===== src/rtl/compute_exp_if.sv =====
// Request/response bundle for the exponential unit: start/arg in, result/busy/done/ovf out.
interface compute_exp_if #(
  parameter int width = 32
);
  logic             start;
  logic [width-1:0] arg;
  logic [width-1:0] result;
  logic             busy;
  logic             done;
  logic             ovf;

  modport master (output start, arg, input result, busy, done, ovf);
  modport slave  (input start, arg, output result, busy, done, ovf);
endinterface


===== src/rtl/compute_exp.sv =====
// exp(arg) in signed Q8.24: ln2 range reduction, 18-step hyperbolic CORDIC
// rotation, then a power-of-two scale with saturation.
module compute_exp #(
  parameter int width = 32
) (
  input  logic         clk,
  input  logic         reset,
  compute_exp_if.slave bus
);
  typedef logic signed [width-1:0] word_t;
  typedef enum logic [1:0] {IDLE, REDUCE, ROTATE, SCALE} state_t;

  localparam word_t LN2     = word_t'(11629080);
  localparam word_t KINV    = word_t'(20258439);
  localparam word_t MAX_POS = {1'b0, {(width-1){1'b1}}};
  localparam logic signed [width+7:0] SAT_LIM = {9'b0, {(width-1){1'b1}}};
  localparam logic signed [5:0] K_MAX = 6'sd7;
  localparam logic signed [5:0] K_MIN = -6'sd25;

  // Iteration index 0..17 maps to shifts 1,2,3,4,4,5..13,13,14,15,16.
  function automatic logic [4:0] shift_of(input logic [4:0] idx);
    if (idx < 5'd4)       shift_of = idx + 5'd1;
    else if (idx < 5'd14) shift_of = idx;
    else                  shift_of = idx - 5'd1;
  endfunction

  function automatic word_t atanh_lut(input logic [4:0] sh);
    case (sh)
      5'd1:    atanh_lut = word_t'(9215828);
      5'd2:    atanh_lut = word_t'(4285116);
      5'd3:    atanh_lut = word_t'(2108178);
      5'd4:    atanh_lut = word_t'(1049944);
      5'd5:    atanh_lut = word_t'(524459);
      5'd6:    atanh_lut = word_t'(262165);
      5'd7:    atanh_lut = word_t'(131075);
      5'd8:    atanh_lut = word_t'(65536);
      5'd9:    atanh_lut = word_t'(32768);
      5'd10:   atanh_lut = word_t'(16384);
      5'd11:   atanh_lut = word_t'(8192);
      5'd12:   atanh_lut = word_t'(4096);
      5'd13:   atanh_lut = word_t'(2048);
      5'd14:   atanh_lut = word_t'(1024);
      5'd15:   atanh_lut = word_t'(512);
      default: atanh_lut = word_t'(256);
    endcase
  endfunction

  state_t            state_q, state_d;
  word_t             r_q, r_d;
  logic signed [5:0] k_q, k_d;
  word_t             x_q, x_d;
  word_t             y_q, y_d;
  word_t             z_q, z_d;
  logic [4:0]        iter_q, iter_d;
  word_t             result_q, result_d;
  logic              busy_q, busy_d;
  logic              done_q, done_d;
  logic              ovf_q, ovf_d;

  logic [4:0]               shift;
  word_t                    x_sh, y_sh, angle, s;
  logic [5:0]               k_mag;
  logic signed [width+7:0]  s_ext, s_up;

  always_ff @(posedge clk or posedge reset) begin
    if (reset) begin
      state_q  <= IDLE;
      r_q      <= '0;
      k_q      <= '0;
      x_q      <= '0;
      y_q      <= '0;
      z_q      <= '0;
      iter_q   <= '0;
      result_q <= '0;
      busy_q   <= 1'b0;
      done_q   <= 1'b0;
      ovf_q    <= 1'b0;
    end else begin
      state_q  <= state_d;
      r_q      <= r_d;
      k_q      <= k_d;
      x_q      <= x_d;
      y_q      <= y_d;
      z_q      <= z_d;
      iter_q   <= iter_d;
      result_q <= result_d;
      busy_q   <= busy_d;
      done_q   <= done_d;
      ovf_q    <= ovf_d;
    end
  end

  always_comb begin
    state_d  = state_q;
    r_d      = r_q;
    k_d      = k_q;
    x_d      = x_q;
    y_d      = y_q;
    z_d      = z_q;
    iter_d   = iter_q;
    result_d = result_q;
    busy_d   = busy_q;
    done_d   = 1'b0;
    ovf_d    = ovf_q;

    shift = shift_of(iter_q);
    x_sh  = x_q >>> shift;
    y_sh  = y_q >>> shift;
    angle = atanh_lut(shift);
    // x + y = cosh(r) + sinh(r) = e^r once the rotation has converged.
    s     = x_q + y_q;
    k_mag = k_q[5] ? unsigned'(-k_q) : unsigned'(k_q);
    s_ext = {{8{s[width-1]}}, s};
    s_up  = s_ext <<< k_mag;

    case (state_q)
      IDLE: begin
        if (bus.start) begin
          r_d     = bus.arg;
          k_d     = '0;
          busy_d  = 1'b1;
          state_d = REDUCE;
        end
      end
      REDUCE: begin
        if (r_q[width-1]) begin
          r_d = r_q + LN2;
          k_d = k_q - 6'sd1;
        end else if (r_q >= LN2) begin
          r_d = r_q - LN2;
          k_d = k_q + 6'sd1;
        end else begin
          x_d     = KINV;
          y_d     = '0;
          z_d     = r_q;
          iter_d  = '0;
          state_d = ROTATE;
        end
        // Exponents outside 2^-24..2^7 are resolved without rotating.
        if (k_d == K_MAX) begin
          result_d = MAX_POS;
          ovf_d    = 1'b1;
          done_d   = 1'b1;
          busy_d   = 1'b0;
          state_d  = IDLE;
        end else if (k_d == K_MIN) begin
          result_d = '0;
          ovf_d    = 1'b0;
          done_d   = 1'b1;
          busy_d   = 1'b0;
          state_d  = IDLE;
        end
      end
      ROTATE: begin
        if (!z_q[width-1]) begin
          x_d = x_q + y_sh;
          y_d = y_q + x_sh;
          z_d = z_q - angle;
        end else begin
          x_d = x_q - y_sh;
          y_d = y_q - x_sh;
          z_d = z_q + angle;
        end
        iter_d = iter_q + 5'd1;
        if (iter_q == 5'd17) state_d = SCALE;
      end
      SCALE: begin
        if (!k_q[5]) begin
          if (s_up > SAT_LIM) begin
            result_d = MAX_POS;
            ovf_d    = 1'b1;
          end else begin
            result_d = s_up[width-1:0];
            ovf_d    = 1'b0;
          end
        end else begin
          result_d = s >>> k_mag;
          ovf_d    = 1'b0;
        end
        done_d  = 1'b1;
        busy_d  = 1'b0;
        state_d = IDLE;
      end
      default: state_d = IDLE;
    endcase
  end

  assign bus.result = result_q;
  assign bus.busy   = busy_q;
  assign bus.done   = done_q;
  assign bus.ovf    = ovf_q;
endmodule


===== src/flat_wrapper.sv =====
// flat-port wrapper written by rule: the top's interface ports become plain ports
module compute_exp_flat 
#(
  parameter int width = 32
)
  (clk, reset, bus_start, bus_arg, bus_result, bus_busy, bus_done, bus_ovf);
  compute_exp_if #(.width(width)) bus_i ();
  input  logic clk;
  input  logic reset;
  input wire logic [$bits(bus_i.start)-1:0] bus_start;
  input wire logic [$bits(bus_i.arg)-1:0] bus_arg;
  output wire logic [$bits(bus_i.result)-1:0] bus_result;
  output wire logic [$bits(bus_i.busy)-1:0] bus_busy;
  output wire logic [$bits(bus_i.done)-1:0] bus_done;
  output wire logic [$bits(bus_i.ovf)-1:0] bus_ovf;
  assign bus_i.start = bus_start;
  assign bus_i.arg = bus_arg;
  assign bus_result = bus_i.result;
  assign bus_busy = bus_i.busy;
  assign bus_done = bus_i.done;
  assign bus_ovf = bus_i.ovf;
  compute_exp #(.width(width)) u_core (.clk(clk), .reset(reset), .bus(bus_i));
endmodule

===== config.mk =====
export PLATFORM = sky130hd
export DESIGN_NAME = compute_exp_flat
export DESIGN_NICKNAME = d
export VERILOG_FILES = /design/src/rtl/compute_exp_if.sv /design/src/rtl/compute_exp.sv /design/src/flat_wrapper.sv
export SDC_FILE = /design/constraint.sdc
export NUM_CORES = 1
export LEC_CHECK = 0
export CAP_MARGIN = 20
export CORE_MARGIN = 2
export CORE_UTILIZATION = 30
export DETAILED_ROUTE_END_ITERATION = 8
export REMOVE_ABC_BUFFERS = 1
export SLEW_MARGIN = 20
export SYNTH_ARGS = -nofsm -noshare
export SYNTH_HDL_FRONTEND = slang
export SYNTH_SLANG_ARGS = --single-unit
export TNS_END_PERCENT = 30

===== constraint.sdc =====
create_clock -name clk -period 8.26 [get_ports clk]
set_input_delay 0.826 -clock clk [delete_from_list [all_inputs] [get_ports clk]]
set_output_delay 0.826 -clock clk [all_outputs]
set_load 0.02 [all_outputs]

# [Word-level counts from Yosys, hierarchy flattened]
# Memories as Yosys holds them, arrays and structs flattened.
# Cells that the tools add are included.
[totals] ff_bits=176 latch_bits=0 mem_bits_rw=0 rom_bits=384 out_inout_bits=35 n_memories=1
[classes] n_addsub=14 n_mul=0 div_mod_pow=0 n_lt_le_gt_ge=4 n_eq_ne=14 n_shift=4 muxes=51 bitwise_logic=0 reduce_logical=11
[mem_list] name="(name not given)" depth=16 width=24 rd=1 rd_clocked_by_memory_dff=0 write_ports=0 line_no="compute_exp.sv:28" source="case (sh)"
[op_table] op="2-to-1 mux 32 bit" count=17
[op_table] op="case mux 32 bit (2 select lines)" count=5
[op_table] op="adder 32 bit" count=4
[op_table] op="subtractor 32 bit" count=3
[op_table] op=">>> shifter 32 x 5 -> 32 bit" count=2
[op_table] op="greater-than comparator 40 x 32 -> 1 bit (second input constant)" count=1
[op_table] op="<<< shifter 32 x 6 -> 40 bit" count=1
[op_table] op="adder 32 x 25 -> 32 bit (second input constant)" count=1
[op_table] op=">= comparator 32 x 25 -> 1 bit (second input constant)" count=1
[op_table] op=">>> shifter 32 x 6 -> 32 bit" count=1
[op_table] op="subtractor 32 x 25 -> 32 bit (second input constant)" count=1
[op_table] op="2-to-1 mux 6 bit" count=5
[op_table] op="2-to-1 mux 5 bit" count=4
[op_table] op="2-to-1 mux 2 bit" count=6
[op_table] op="case mux 6 bit (2 select lines)" count=1
[op_table] op="case mux 5 bit (2 select lines)" count=1
[op_table] op="AND reduction 3 bit" count=3
[op_table] op="2-to-1 mux 1 bit" count=8
[op_table] op="inequality test 4 bit (second input constant)" count=2
[op_table] op="case mux 2 bit (4 select lines)" count=1
[op_table] op="adder 6 x 2 -> 6 bit (second input constant)" count=1
[op_table] op="equality test 6 x 4 -> 1 bit (second input constant)" count=1
[op_table] op="equality test 6 bit (second input constant)" count=1
[op_table] op="inequality test 2 bit (second input constant)" count=3
[op_table] op="18 further kinds" count=24

# [Depth between registers and ports, before layout]
# Gate-level depths: netlist of the first run.
[logic_depth] word_depth=8 mapped_depth=33

# [Worst setup path before layout of the first run]
# Ideal clock, no wire load.
[synth_timing] kind="reg2reg" start="reg u_core.iter_q[0]" end="reg u_core.x_q[30]" setup_ps=133 t_arrival_ps=6774 t_required_ps=8127 path_slack_ps=1353 stages_incl_launch_ff=32 path_buffers=4 cell_sequence="dfrtp_1 -> buf_2 -> inv_2 -> ha_1 -> nor4_2 -> a221oi_2 -> buf_6 -> inv_6 -> buf_6 -> mux2i_1 -> mux2i_1 -> o22ai_1 -> a21oi_1 -> a211o_1 -> or3_1 -> buf_2 -> o31ai_1 -> xor2_1 -> ha_1 -> a21oi_1 -> nand2b_1 -> a21bo_2 -> a211oi_1 -> a31o_2 -> o21ai_0 -> a31o_2 -> a2111oi_0 -> nor3_1 -> a2111oi_0 -> a21oi_1 -> xnor2_1 -> o21ai_0"
[synth_between] elab_chain_len=7 elab_cells_between_ends=11
[synth_lines] item="start, declared" line_no="compute_exp.sv:54" source="logic [4:0] iter_q, iter_d;"
[synth_lines] item="start signal, assigned" line_no="compute_exp.sv:85" source="iter_q <= iter_d;"
[synth_lines] item="subtractor 5 x 1 -> 5 bit or < comparator 5 x 4 -> 1 bit (tied branches)" line_no="compute_exp.sv:24, compute_exp.sv:23"
[synth_lines] item="2-to-1 mux 5 bit" line_no="compute_exp.sv:23" source="else if (idx < 5'd14) shift_of = idx;"
[synth_lines] item="2-to-1 mux 5 bit (*)" line_no="compute_exp.sv:22" source="if (idx < 5'd4) shift_of = idx + 5'd1;"
[synth_lines] item=">>> shifter 32 x 5 -> 32 bit (*)" line_no="compute_exp.sv:108" source="y_sh = y_q >>> shift;"
[synth_lines] item="adder 32 bit or subtractor 32 bit (tied branches)" line_no="compute_exp.sv:156, compute_exp.sv:160"
[synth_lines] item="2-to-1 mux 32 bit (*)" line_no="compute_exp.sv:155" source="if (!z_q[width-1]) begin"
[synth_lines] item="case mux 32 bit (2 select lines) (*)" line_no="compute_exp.sv:116" source="case (state_q)"
[synth_lines] item="end signal, assigned" line_no="compute_exp.sv:70" source="x_q <= '0;"
[synth_lines] item="end signal, assigned" line_no="compute_exp.sv:82" source="x_q <= x_d;"
[synth_lines] item="end, declared" line_no="compute_exp.sv:51" source="word_t x_q, x_d;"
# Mark *: on every way between the ends. The rest lies on a longest branch, timed or not.
# A chain may end at the register's enable or synchronous reset.

# [Worst setup path in the final report of the first run]
[layout_timing] start="reg u_core.iter_q[0]" end="reg u_core.y_q[31]"
[layout_between] elab_chain_len=7 elab_cells_between_ends=11
[layout_lines] item="subtractor 5 x 1 -> 5 bit or < comparator 5 x 4 -> 1 bit (tied branches)" line_no="compute_exp.sv:24, compute_exp.sv:23"
[layout_lines] item="2-to-1 mux 5 bit" line_no="compute_exp.sv:23"
[layout_lines] item="2-to-1 mux 5 bit (*)" line_no="compute_exp.sv:22"
[layout_lines] item=">>> shifter 32 x 5 -> 32 bit (*)" line_no="compute_exp.sv:107" source="x_sh = x_q >>> shift;"
[layout_lines] item="adder 32 bit or subtractor 32 bit (tied branches)" line_no="compute_exp.sv:157, compute_exp.sv:161"
[layout_lines] item="2-to-1 mux 32 bit (*)" line_no="compute_exp.sv:155"
[layout_lines] item="case mux 32 bit (2 select lines) (*)" line_no="compute_exp.sv:116"
[layout_lines] item="end signal, assigned" line_no="compute_exp.sv:83" source="y_q <= y_d;"
[layout_lines] item="end, declared" line_no="compute_exp.sv:52" source="word_t y_q, y_d;"
# Marks and branches as above.

==> results.ini, run 1 <==
[critical_path]
critPathMaxFanout = 19
reg2reg_depth = 28
worst_path_max_delay_cell = nor4_4
timing.rr.start = u_core.iter_q[0]
crit_arrival_ps = 8260
cp_num_cells = 28
cp_top_family = compound AO/OA/AOI/OAI gates
crit_type = reg2reg
rrSetupSlack_ps = 380
required_ps = 8640
rr_endpoint = u_core.y_q[31]
cp-start-kind = register
max_stage_delay_ps = 560
critPathBufInv = 4
endpoint_kind = register

[route]
wirelength_um = 112000
drtIter0Drc = 3149
wire_per_inst_um = 22.8
num_vias = 29900
drc = 0
viasPerCell = 6.12
antenna_left = 0
first_pass_iters = 8

[worst_hold_path]
hold_end = u_core.z_q[22]
min_delay_path_depth = 2
hold_class = reg2reg
hp-start = u_core.z_q[22]

[cts]
cts_tree = built
htreeDepth = 4
clock_sinks = 176
clk_pin_slew_ps = 90
clockRootBuffer = clkbuf_16
clockBufferDepth = 2
cts_setup_buffers = 0
insertion_delay_ps = 520
cts_buffers = 17

[synth]
postSynth.asyncResetShare = 1.00
avgSynthCellArea_um2 = 7.36
synth_seq_area_share = 0.159
ys_types = 127
synth_flop_cell = dfrtp_1
synth_top_area_share = 0.159
synth-edff-count = 0
ys_ff_latch = 176
synth_most_common_cell = nand2_1
synthCells = 3763
yosys.area.top_type = dfrtp_1
syn_area_um2 = 27700
synth_common_cells = 422 x nand2_1, 356 x nor2_1, 297 x o21ai_0
synthTopCellsByArea = dfrtp_1 16%, ha_1 6.4%, mux2i_1 5.9%
yosys_warnings = 0

[pwr]
powerDensity_nw_per_um2 = 326
ir_drop_mv = 0.231
p_leak_uw = 0.0118

[die]
start_util = 0.302
die_w_um = 308
core_um2 = 91700
die_y_um = 308
die-area_um2 = 94800
rows = 111
num_io_pins = 70

[sta]
slew_headroom = 0.299
slew_violations = 0
worstMarginPinSlew_ps = 1050
finalHoldViolations = 0
skew_ps = 22.4
min_period_over_period = 0.954
setup_viol = 0
min_period_ps = 7880
max_freq_ghz = 0.127
fin_ws_ps = 384

[placement]
numPlacedInstances = 4850
dpl.hpwl_um = 86500
place_congestion = 1.09
io_buffers = 69
placed_area_um2 = 29600
dp_worst_setup_slack_ps = 173

[grt]
grtUsageMet3 = 0.0423
grtUsageTotal = 0.230
grt_start_max_net_pins = 80
grt_pass1_wl_um = 171000
grt_use_met2 = 0.356
antenna_found_initial = 3
grt-busiest-layer = met2
grt_pass1_vias = 27800
overflow = 0
met1_usage = 0.308

[final_layout]
final.fill_count = 9740
layout-drive-gt1-share = 0.0922
fin_util = 0.331
design_area_um2 = 30300
multi_input_area_um2 = 21900
syn_to_final_growth_pct = 9.35
nNetsFinal = 3864
regArea_um2 = 4410
layoutNonFillerInstCount = 4885

[flow_run]
drv_cap = 0

[status]
status = finished clean

## layout by cell type, fill, tap and decap left out, types with 62 or more instances in the layout
cell               n
nand2_1          421
ha_1             139
nand2b_1          62
mux2i_1          159
nor3_1           116
buf_4            115
o21ai_0          295
dfrtp_1          171
a211oi_1          84
nor2_1           355
nand3_1           97
xor2_1            80
a21oi_1          288
xnor2_1          133
clkdlybuf4s50_1   69
## routing by layer
layer	routed length (um)	part of all wire
met5	0	0
met2	49000	0.44
met1	48400	0.43
met3	8610	0.077
met4	5590	0.050
## cell families (layout without fill, tap and decap cells)
family / count (synthesis) / count (layout) / synth area share
buffers and inverters: 348 / 282 / 0.0570
multiplexers: 212 / 212 / 0.0882
other: 0 / 2 / 0
AND/OR/NAND/NOR: 1300 / 1300 / 0.221
adder cells (fa/ha/maj): 145 / 145 / 0.0665
XOR/XNOR: 220 / 220 / 0.0703
AO/OA/AOI/OAI: 1362 / 1362 / 0.338
flip-flops: 176 / 176 / 0.159
## worst max path at each step
stage | start | endpoint
after global routing | u_core.iter_q[0] | u_core.x_q[31]
after floorplan | u_core.iter_q[0] | u_core.x_q[30]
final | u_core.iter_q[0] | u_core.y_q[31]
after CTS | u_core.iter_q[1] | u_core.y_q[31]
after detailed placement | u_core.iter_q[1] | u_core.y_q[31]
after global placement | u_core.iter_q[1] | u_core.y_q[31]
## report_power, final
part,internal (uW),total [uW],switching [uW]
registers,1130,1500,366
logic,2990,7470,4490
clock network,415,893,478
## worst register-to-register path, delay by kind of cell, from the launching register on
kind                     cells  cell delay, ps
AO/OA/AOI/OAI               14            3600
XOR/XNOR                     1             160
adder cells (fa/ha/maj)      2             690
buffers and inverters        4             910
flip-flops                   1             510
AND/OR/NAND/NOR              7            1850
## through the flow
| stage | setup TNS (ps) | power (uW) | hold WS [ps] |
|---|---|---|---|
| detailed placement | 0 | 8810 | 481 |
| global route | -38.4 | 10700 | 533 |
| CTS | 0 | 9760 | 500 |
| finish | 0 | 9870 | 493 |
| floorplan | -240520 | 6820 | 456 |
| global placement | 0 | 8790 | 472 |
## layout make-up
cell class | count | share of cell area
antenna | 2 | 0.000165
tap | 1186 | 0.0490
multi-input combinational | 3239 | 0.723
clock inverter | 15 | 0.00656
clock buffer | 17 | 0.0140
inverter | 63 | 0.00838
sequential | 176 | 0.146
timing repair buffer | 187 | 0.0532
## sequential cells by signal (all words and copies together), names as in the netlist, named ones only
register / flops
u_core.bus.result: 32
u_core.r_q: 32
u_core.x_q: 32
u_core.y_q: 32
u_core.z_q: 32
u_core.k_q: 6
u_core.iter_q: 5
u_core.bus.busy: 1
u_core.bus.done: 1
u_core.bus.ovf: 1
u_core.state_q: 1
## timing repair
action                     4_1_cts  5_1_grt
setup endpoints to repair        0        6
resized for setup                0       14
hold buffers                     0        0
No activity file was read; power rests on OpenSTA's default activity.
==> inputs of run 2 (changes only) <==
--- a/config.mk
+++ b/config.mk
@@ -10,6 +10,8 @@
 export CORE_UTILIZATION = 30
 export DETAILED_ROUTE_END_ITERATION = 8
 export REMOVE_ABC_BUFFERS = 1
+export SKIP_CTS_REPAIR_TIMING = 1
+export SKIP_LAST_GASP = 1
 export SLEW_MARGIN = 20
 export SYNTH_ARGS = -nofsm -noshare
 export SYNTH_HDL_FRONTEND = slang
==> results.ini, run 2 (synthesized netlist as in run 1, its figures left out) <==
[status]
status = finished clean

[cts]
insertion_delay_ps = 520
clockRootBuffer = clkbuf_16
clock_sinks = 176
clk_pin_slew_ps = 90
htreeDepth = 4
clockBufferDepth = 2
cts_buffers = 17
cts_tree = built

[pwr]
netSwitchingFraction = 0.540
p_leak_uw = 0.0118
ir_drop_mv = 0.231
seq_power_share = 0.152
p_clk_frac = 0.091
power_uw = 9870
power_switching_uw = 5330
comb_power_share = 0.757
internal_power_uw = 4540
powerDensity_nw_per_um2 = 326

[placement]
place_congestion = 1.09
dp_worst_setup_slack_ps = 173
io_buffers = 69
dpl.hpwl_um = 86500

[worst_hold_path]
hp-start = u_core.z_q[22]
hold_class = reg2reg

[sta]
slew_headroom = 0.293
whs_ps = 493
min_period_ps = 8060
min_period_over_period = 0.975
max_freq_ghz = 0.124
rsz0062_at_grt = yes
setup_viol = 0
fin_ws_ps = 205
finalHoldViolations = 0
skew_ps = 21.6
worstMarginPinSlew_ps = 1060
slew_violations = 0

[die]
start_util = 0.302
core_um2 = 91700
die_w_um = 308
num_io_pins = 70
rows = 111
die-area_um2 = 94800
die_y_um = 308

[route]
first_pass_iters = 8
drtIter0Drc = 3079
num_vias = 30000
wirelength_um = 112000
drc = 0
wire_per_inst_um = 22.9
viasPerCell = 6.15
antenna_left = 0

[final_layout]
syn_to_final_growth_pct = 9.25
final_cell_mix = 421 x nand2_1, 355 x nor2_1, 295 x o21ai_0
final.fill_count = 9744
multi_input_area_um2 = 21900
layout_commonest_cell = nand2_1
regArea_um2 = 4410
layout-drive-gt1-share = 0.0912
nNetsFinal = 3864

[critical_path]
required_ps = 8640
endpoint_kind = register
timing.rr.start = u_core.iter_q[0]
crit_type = reg2reg
rrSetupSlack_ps = 200
critPathMaxFanout = 19
cp-start-kind = register
cp-startpoint = u_core.iter_q[0]
crit_arrival_ps = 8430

[grt]
grt_pass1_wl_um = 171000
grtUsageTotal = 0.230
overflow = 0
grt_pass1_vias = 27800
antenna_found_initial = 3
grt_start_max_net_pins = 80

[flow_run]
drv_cap = 0

-- run 2: final cells by class --
cell class / instances / area share
multi-input cells: 3239 / 0.723
flip-flops and latches: 176 / 0.146
repair buffers: 187 / 0.0533
well taps: 1186 / 0.0490
clock buffers: 17 / 0.0141
inverters: 63 / 0.00839
clock inverters: 15 / 0.00657
diodes: 1 / 0.0000827
-- run 2: path summary, 6_finish.rpt --
kind / to / cells after the start
min reg2reg: u_core.z_q[22] / 2
max in group asynchronous: u_core.x_q[8] / 3
max reg2reg: u_core.y_q[31] / 26
max: u_core.y_q[31] / 26
min in group asynchronous: u_core.bus.done / 2
min: u_core.z_q[22] / 2
-- run 2: power by group through the flow --
stage	combinational, uW	clock, uW	sequential [uW]
6_report	7480	894	1500
5_1_grt	8190	944	1550
4_1_cts	7340	922	1500
3_5_place_dp	7300	0	1520
3_3_place_gp	7280	0	1510
2_1_floorplan	5250	0	1570
-- run 2: critical path: stages (launching register included) --
cell and delay (ps):
dfrtp_2 510, inv_2 160, ha_1 450, nor4_2 100, a221oi_4 400, buf_6 300, mux2i_1 460, mux2i_1 380
a21boi_1 660, a211oi_1 260, a2111oi_4 490, nand2b_1 190, nor4_4 470, and3_1 370, nand2_1 80, a311o_1 360
a22oi_2 160, ha_1 270, o21a_1 130, o2111a_1 270, a21o_1 190, a41o_1 280, a311oi_1 380, o21ai_0 180
xnor2_1 160, nand4_1 100, o221ai_1 110
-- run 2: per-stage QoR --
stage               area (um^2)  utilization  instances  setup TNS, ps
floorplan                 26400            -       3478        -240520
global placement          29600        0.323       4850              0
detailed placement        29600        0.323       4850              0
CTS                       30200        0.330       4882              0
global route              30300        0.330       4883           -187
finish                    30300        0.330       4884              0
-- run 2: routing by layer --
metal  track usage  wire length, um
met1         0.308            48400
met2         0.356            48900
met3        0.0423             8660
met4         0.109             5830
met5             0               14
